### config.mk
export PLATFORM = sky130hd
export DESIGN_NAME = tail_light_seq
export DESIGN_NICKNAME = d
export VERILOG_FILES = /design/src/rtl/tail_light_seq.sv
export SDC_FILE = /design/constraint.sdc
export NUM_CORES = 1
export LEC_CHECK = 0
export ABC_AREA = 1
export CELL_PAD_IN_SITES_DETAIL_PLACEMENT = 1
export CELL_PAD_IN_SITES_GLOBAL_PLACEMENT = 1
export CORE_UTILIZATION = 32
export CTS_CLUSTER_DIAMETER = 60
export DETAILED_ROUTE_END_ITERATION = 16
export GPL_ROUTABILITY_DRIVEN = 0
export PLACE_DENSITY = 0.77
export SLEW_MARGIN = 0
export SYNTH_ARGS = -nofsm -noshare
export SYNTH_HDL_FRONTEND = slang
export SYNTH_SLANG_ARGS = --single-unit
### constraint.sdc
create_clock -name clock -period 1.25 [get_ports clock]
set_input_delay 0.25 -clock clock [delete_from_list [all_inputs] [get_ports clock]]
set_output_delay 0.25 -clock clock [all_outputs]
set_load 0.03 [all_outputs]
### src/rtl/tail_light_seq.sv
// rtl/tail_light_seq.sv - sequential tail-light FSM with prescaled step strobe (optional TAIL_BRAKE_EN brake overlay)
module tail_light_seq #(
  parameter int unsigned STEP_DIV = 1
) (
  input  logic       clock,
  input  logic       reset,
  input  logic       clock_en,
  input  logic       left,
  input  logic       right,
  input  logic       hazard,
`ifdef TAIL_BRAKE_EN
  input  logic       brake,
`endif
  output logic [2:0] lights_l,
  output logic [2:0] lights_r,
  output logic       active
);

  typedef enum logic [2:0] {IDLE, L1, L2, L3, R1, R2, R3, HAZ} state_t;

  localparam logic [7:0] LAST = 8'(STEP_DIV - 1);

  state_t     state;
  state_t     state_next;
  logic [7:0] step_cnt;
  logic       tick;
  logic [2:0] lights_l_next;
  logic [2:0] lights_r_next;
  logic       active_next;

  // inputs are only looked at on the last strobe of each prescaler period
  assign tick = clock_en && (step_cnt == LAST);

  // prescaler: counts divider strobes, wraps after STEP_DIV of them
  always_ff @(posedge clock) begin
    if (reset) begin
      step_cnt <= 8'd0;
    end else if (clock_en) begin
      step_cnt <= (step_cnt == LAST) ? 8'd0 : step_cnt + 8'd1;
    end
  end

  // state and lamp registers; lamps load the decode of the next state so they track the state with no lag
  always_ff @(posedge clock) begin
    if (reset) begin
      state    <= IDLE;
      lights_l <= 3'b000;
      lights_r <= 3'b000;
      active   <= 1'b0;
    end else begin
      state    <= state_next;
      lights_l <= lights_l_next;
      lights_r <= lights_r_next;
      active   <= active_next;
    end
  end

  // next-state logic: advance only on tick, hazard preempts any running sequence
  always_comb begin
    state_next = state;
    if (tick) begin
      case (state)
        IDLE: begin
          if (hazard || (left && right)) state_next = HAZ;
          else if (left)                 state_next = L1;
          else if (right)                state_next = R1;
          else                           state_next = IDLE;
        end
        L1:      state_next = hazard ? HAZ : L2;
        L2:      state_next = hazard ? HAZ : L3;
        L3:      state_next = hazard ? HAZ : IDLE;
        R1:      state_next = hazard ? HAZ : R2;
        R2:      state_next = hazard ? HAZ : R3;
        R3:      state_next = hazard ? HAZ : IDLE;
        HAZ:     state_next = IDLE;
        default: state_next = IDLE;
      endcase
    end
  end

  // lamp decode of the next state, with the brake overlay lighting every side not running a sequence
  always_comb begin
    lights_l_next = 3'b000;
    lights_r_next = 3'b000;
    case (state_next)
      L1:      lights_l_next = 3'b001;
      L2:      lights_l_next = 3'b011;
      L3:      lights_l_next = 3'b111;
      R1:      lights_r_next = 3'b001;
      R2:      lights_r_next = 3'b011;
      R3:      lights_r_next = 3'b111;
      HAZ: begin
        lights_l_next = 3'b111;
        lights_r_next = 3'b111;
      end
      default: begin
        lights_l_next = 3'b000;
        lights_r_next = 3'b000;
      end
    endcase
    active_next = (state_next != IDLE);
`ifdef TAIL_BRAKE_EN
    if (brake) begin
      if (!(state_next == L1 || state_next == L2 || state_next == L3)) lights_l_next = 3'b111;
      if (!(state_next == R1 || state_next == R2 || state_next == R3)) lights_r_next = 3'b111;
    end
`endif
  end

endmodule

# == Word level (Yosys, flattened, before mapping) ==
# Index checks and enable logic that the tools add are counted.
# word_totals
ram_bits,0
out_inout_bits,7
reg_bits,18
romBits,0
latchBits,0
mem_count,0
inputBits,6
# op_classes
reduce_logical,9
shift,0
n_div,0
eq_ne,14
muxes,13
order_cmp,0
n_mul,0
n_addsub,1
bitwise_logic,0
# op_table
cell,n
"== test 3 bit, second input constant",8
2-to-1 mux 3 bit,7
one-hot mux 3 bit (7 select lines),1
one-hot mux 3 bit (3 select lines),2
"== test 3 x 2 -> 1 bit, second input constant",4
"adder 8 x 1 -> 8 bit, second input constant",1
logical NOT 8 bit,1
2-to-1 mux 8 bit,1
"== test 3 x 1 -> 1 bit, second input constant",2
OR reduction 2 bit,3
logical NOT 3 bit,1
nonzero test 3 bit,1
logical AND 1 bit,2
2-to-1 mux 2 bit,1
logical OR 1 bit,1
2-to-1 mux 1 bit,1

# == Depth between registers and ports, before layout ==
# logic_depth
ltp_word,8
ltp_mapped,10
mapped_depth_nobuf,10

# == Least setup slack after synthesis ==
# OpenSTA, ideal clock, no wires.
# synth_timing
kind,register to register
start,reg step_cnt[0]
end,reg active
required_time_ns,1.135
path_buffers,0
synth_period_minus_slack_ns,1.305
arrival_time_ns,1.190
slack_ns,-0.055
stages_incl_launch_ff,10
setup_time_ns,0.115
cell_sequence,dfxtp_1 inv_1 ha_1 nand3_1 nor2_4 nor2_1 nor2_2 nand2_1 nand2_1 nand2_1
# synth_between
elab_chain_len,4
# synth_rtl
element,line,rtl
"start, declared",25,logic [7:0] step_cnt;
"start signal, assigned",39,step_cnt <= (step_cnt == LAST) ? 8'd0 : step_cnt + 8'd1;
logical NOT 8 bit,32,assign tick = clock_en && (step_cnt == LAST);
logical AND 1 bit,32,
2-to-1 mux 3 bit,61,if (tick) begin
nonzero test 3 bit,101,active_next = (state_next != IDLE);
"end signal, assigned",54,active <= active_next;
"end, declared",16,output logic active
# Every way passes these cells.
# A chain may end at the register's enable or synchronous reset.

# == Worst setup path after layout ==
# layout_timing
start,reg step_cnt[3]
end,reg lights_l[0]
# layout_between
elab_chain_len,6
word_cells_on_any_way,9
# layout_rtl
element,line,rtl
logical NOT 8 bit (*),32,
logical AND 1 bit (*),32,
2-to-1 mux 3 bit (*),61,
== test 3 bit or == test 3 x 2 -> 1 bit (tied branches),85,case (state_next)
OR reduction 2 bit (no source line),n/a,
one-hot mux 3 bit (3 select lines) (*),85,
"end signal, assigned",52,lights_l <= lights_l_next;
"end, declared",14,"output logic [2:0] lights_l,"
# Every way passes the cells marked *; elsewhere a longest branch is shown, timed or not.

==> impl_metrics.py <==
metrics = {
    "synthesis": {
        "synth.most_common_cell": "nand2_1",
        "synthXorXnorAreaFrac": 0.0105,
        "synth_top_family_by_area": "simple AND/OR/NAND/NOR gates",
        "synth-edff-count": 0,
        "yosys_most_used_dff": "dfxtp_1",
        "muxShareOfSynthArea": 0,
        "synth_area_sq_um": 837,
        "yosys.area_share.simple": 0.374,
        "yosys-top-cells-count": "nand2_1, nor2_1, inv_1",
        "synth_compound_area_frac": 0.0658,
        "synth.avg_cell_area_sq_um": 6.86,
        "yosysTopAreaCellShare": 0.430,
        "synthAdderAreaFrac": 0.0299,
        "ys_warn_count": 0,
        "syn_nets": 130,
        "synth-async-reset-ratio": 0,
        "syn_inst": 122,
        "synth_cell_type_count": 18,
        "ys_seq_elements": 18,
        "synth_area_leader_cell": "dfxtp_1",
        "synth-seq-area-share": 0.430,
        "synth_area_leaders": "dfxtp_1, nand2_1, nor2_1, inv_1, nand3_1",
    },
    "timing": {
        "slew_viol_final": 0,
        "holdWs_ps": 450,
        "fin_worst_skew_ps": 8.62,
        "period_needed_ps": 1380,
        "finalCritPeriodShare": 1.10,
        "finalSetupTns_ps": -834,
        "fmaxAchievable_mhz": 725,
        "worst_slew_pin_slew_ps": 246,
        "hold_viol_final": 0,
        "postLayoutSetupSlackWorst_ps": -129,
        "setup-violations-final": 10,
        "rsz0062_at_grt": "true",
        "slew_headroom": 0.835,
    },
    "route": {
        "drc": 0,
        "dr.pass1.iters": 4,
        "wl_um": 2390,
        "drt-initial-drc-count": 12,
        "vias_per_cell": 4.75,
        "ant_nets": 0,
        "vias": 869,
        "wl_per_cell_um": 13.1,
    },
    "power_and_ir_drop": {
        "ir_worst_vdd_v": 0.000885,
        "p_leak_nw": 0.621,
        "powerDensity_nw_per_um2": 1170,
        "finalPower_mw": 1.47,
    },
    "setup_path": {
        "critPathTopFamily": "simple AND/OR/NAND/NOR gates",
        "crit_path_max_incr_delay_ps": 350,
        "crit_fanout": 5,
        "required_ps": 1460,
        "path_class": "reg2reg",
        "path_cells": "nor2_1 -> nand3_1 -> nor2_4 -> nor2_2 -> nor2_4 -> nand2_2 -> nand3_1 -> nand2_1",
        "startpoint_type": "register",
        "slowest_stage": "dfxtp_2",
        "worstSetupEndpointType": "register",
        "crit_arrival_ps": 1590,
        "critPathBufInv": 0,
    },
    "cells_and_area": {
        "final_nets": 162,
        "register_area_sq_um": 368,
        "multi_input_area_sq_um": 522,
        "n_antenna_cell": 0,
        "area_growth_pct": 50.1,
        "drive_gt1_frac": 0.412,
        "fillers": 328,
    },
    "global_route": {
        "grt_pass1_wl_um": 3860,
        "track_usage": 0.197,
        "grt_antenna_before_repair": 0,
        "grt_max_degree": 11,
        "grt_pass1_vias": 919,
        "globalRouteOverflowTotal": 0,
    },
    "placement": {
        "post-dp-hpwl_um": 1710,
        "port-buffer-count": 12,
    },
    "run": {
        "max-cap-violations": 0,
    },
    "clock_network": {
        "cts_tree": "done",
        "cts_root_buf": "clkbuf_4",
        "cts.sinks": 18,
        "cts_buffer_depth": 2,
        "cts_hold_buf": 0,
        "path_clk_slew_ps": 110,
        "clk_latency_ps": 310,
        "cts_made_buffers": 3,
        "cts_max_level": 1,
    },
    "outcome": {
        "violations": "negative setup slack",
        "status": "finished, violations left",
    },
    "floorplan": {
        "ioPinCount": 13,
        "die_area_sq_um": 2820,
        "die-width_um": 53.1,
        "num_rows": 18,
        "fp.dieH_um": 53.1,
        "start_util": 0.338,
        "coreArea_sq_um": 2480,
    },
    "worst_hold_path": {
        "hold_class": "in2reg",
    },
}
==> cell families after synthesis <==
logic type / count (synthesis)
AO/OA/AOI/OAI: 10
XOR/XNOR: 1
adder cells (fa/ha/maj): 2
buffers and inverters: 20
flip-flops: 18
AND/OR/NAND/NOR: 71
==> registers in the layout, summed over array words and instances, names as in the netlist <==
| register | count |
|---|---|
| lights_r | 3 |
| active | 1 |
| lights_l | 3 |
| step_cnt | 8 |
| state | 3 |
==> repair_timing <==
| item | 4_1_cts | 5_1_grt |
|---|---|---|
| pin swaps | 13 | 10 |
| endpoints found under the setup margin | 22 | 22 |
| buffers inserted | 3 | 0 |
| resized for setup | 40 | 20 |
==> through the flow <==
| stage | instances | util | setup WS (ps) | area [sq um] |
|---|---|---|---|---|
| final | 183 | 0.507 | -129 | 1260 |
| after global routing | 183 | 0.507 | -231 | 1260 |
| after CTS | 183 | 0.491 | -154 | 1220 |
| after detailed placement | 177 | 0.444 | -455 | 1100 |
| after global placement | 177 | 0.444 | -384 | 1100 |
| after floorplan | 122 | - | 1.19 | 845 |
==> cell usage in the layout, fill, tap and decap left out, types with 2 or more instances in the layout <==
| master | instances |
|---|---|
| a21oi_1 | 5 |
| buf_4 | 15 |
| clkbuf_2 | 4 |
| clkbuf_4 | 3 |
| clkdlybuf4s15_2 | 3 |
| clkdlybuf4s50_1 | 3 |
| dfxtp_1 | 12 |
| dfxtp_2 | 6 |
| ha_4 | 2 |
| inv_1 | 16 |
| inv_2 | 4 |
| nand2_1 | 24 |
| nand2_2 | 6 |
| nand3_1 | 6 |
| nand3_2 | 3 |
| nand3b_1 | 2 |
| nor2_1 | 14 |
| nor2_2 | 8 |
| nor2_4 | 2 |
| nor3_2 | 2 |
| o21ai_0 | 2 |
==> power breakdown <==
part	total, mW	switching [mW]	internal, mW
combinational	0.437	0.265	0.171
sequential	0.656	0.0297	0.626
clock	0.381	0.203	0.178
==> final timing paths <==
| check | cells after the start | slack [ps] | to | startpoint |
|---|---|---|---|---|
| max | 8 | -130 | lights_l[0]$_SDFF_PP0_ | step_cnt[3]$_SDFFE_PP0P_ |
| min | 3 | 450 | step_cnt[1]$_SDFFE_PP0P_ | clock_en |
| max reg2reg | 8 | -130 | lights_l[0]$_SDFF_PP0_ | step_cnt[3]$_SDFFE_PP0P_ |
| min reg2reg | 2 | 530 | step_cnt[7]$_SDFFE_PP0P_ | step_cnt[7]$_SDFFE_PP0P_ |
==> per-layer routing <==
layer  track usage  vias to the layer above  wire (um)
li1              -                      442          -
met3        0.0287                        7         51
met2         0.363                       11       1260
met4         0.101                        0         56
met1         0.214                      409       1030
met5             0                        -          0
==> tightest hold or removal path: stages <==
cell and delay, ps:
dlygate4sd2_1 280, inv_1 120, a211oi_1 80
==> cell type report <==
type,instances,area share
well taps,30,0.0299
repair buffers,27,0.173
flip-flops and latches,18,0.293
clock buffers,4,0.0289
inverters,20,0.0598
multi-input cells,84,0.415
Power figures use the tool's default switching activity.
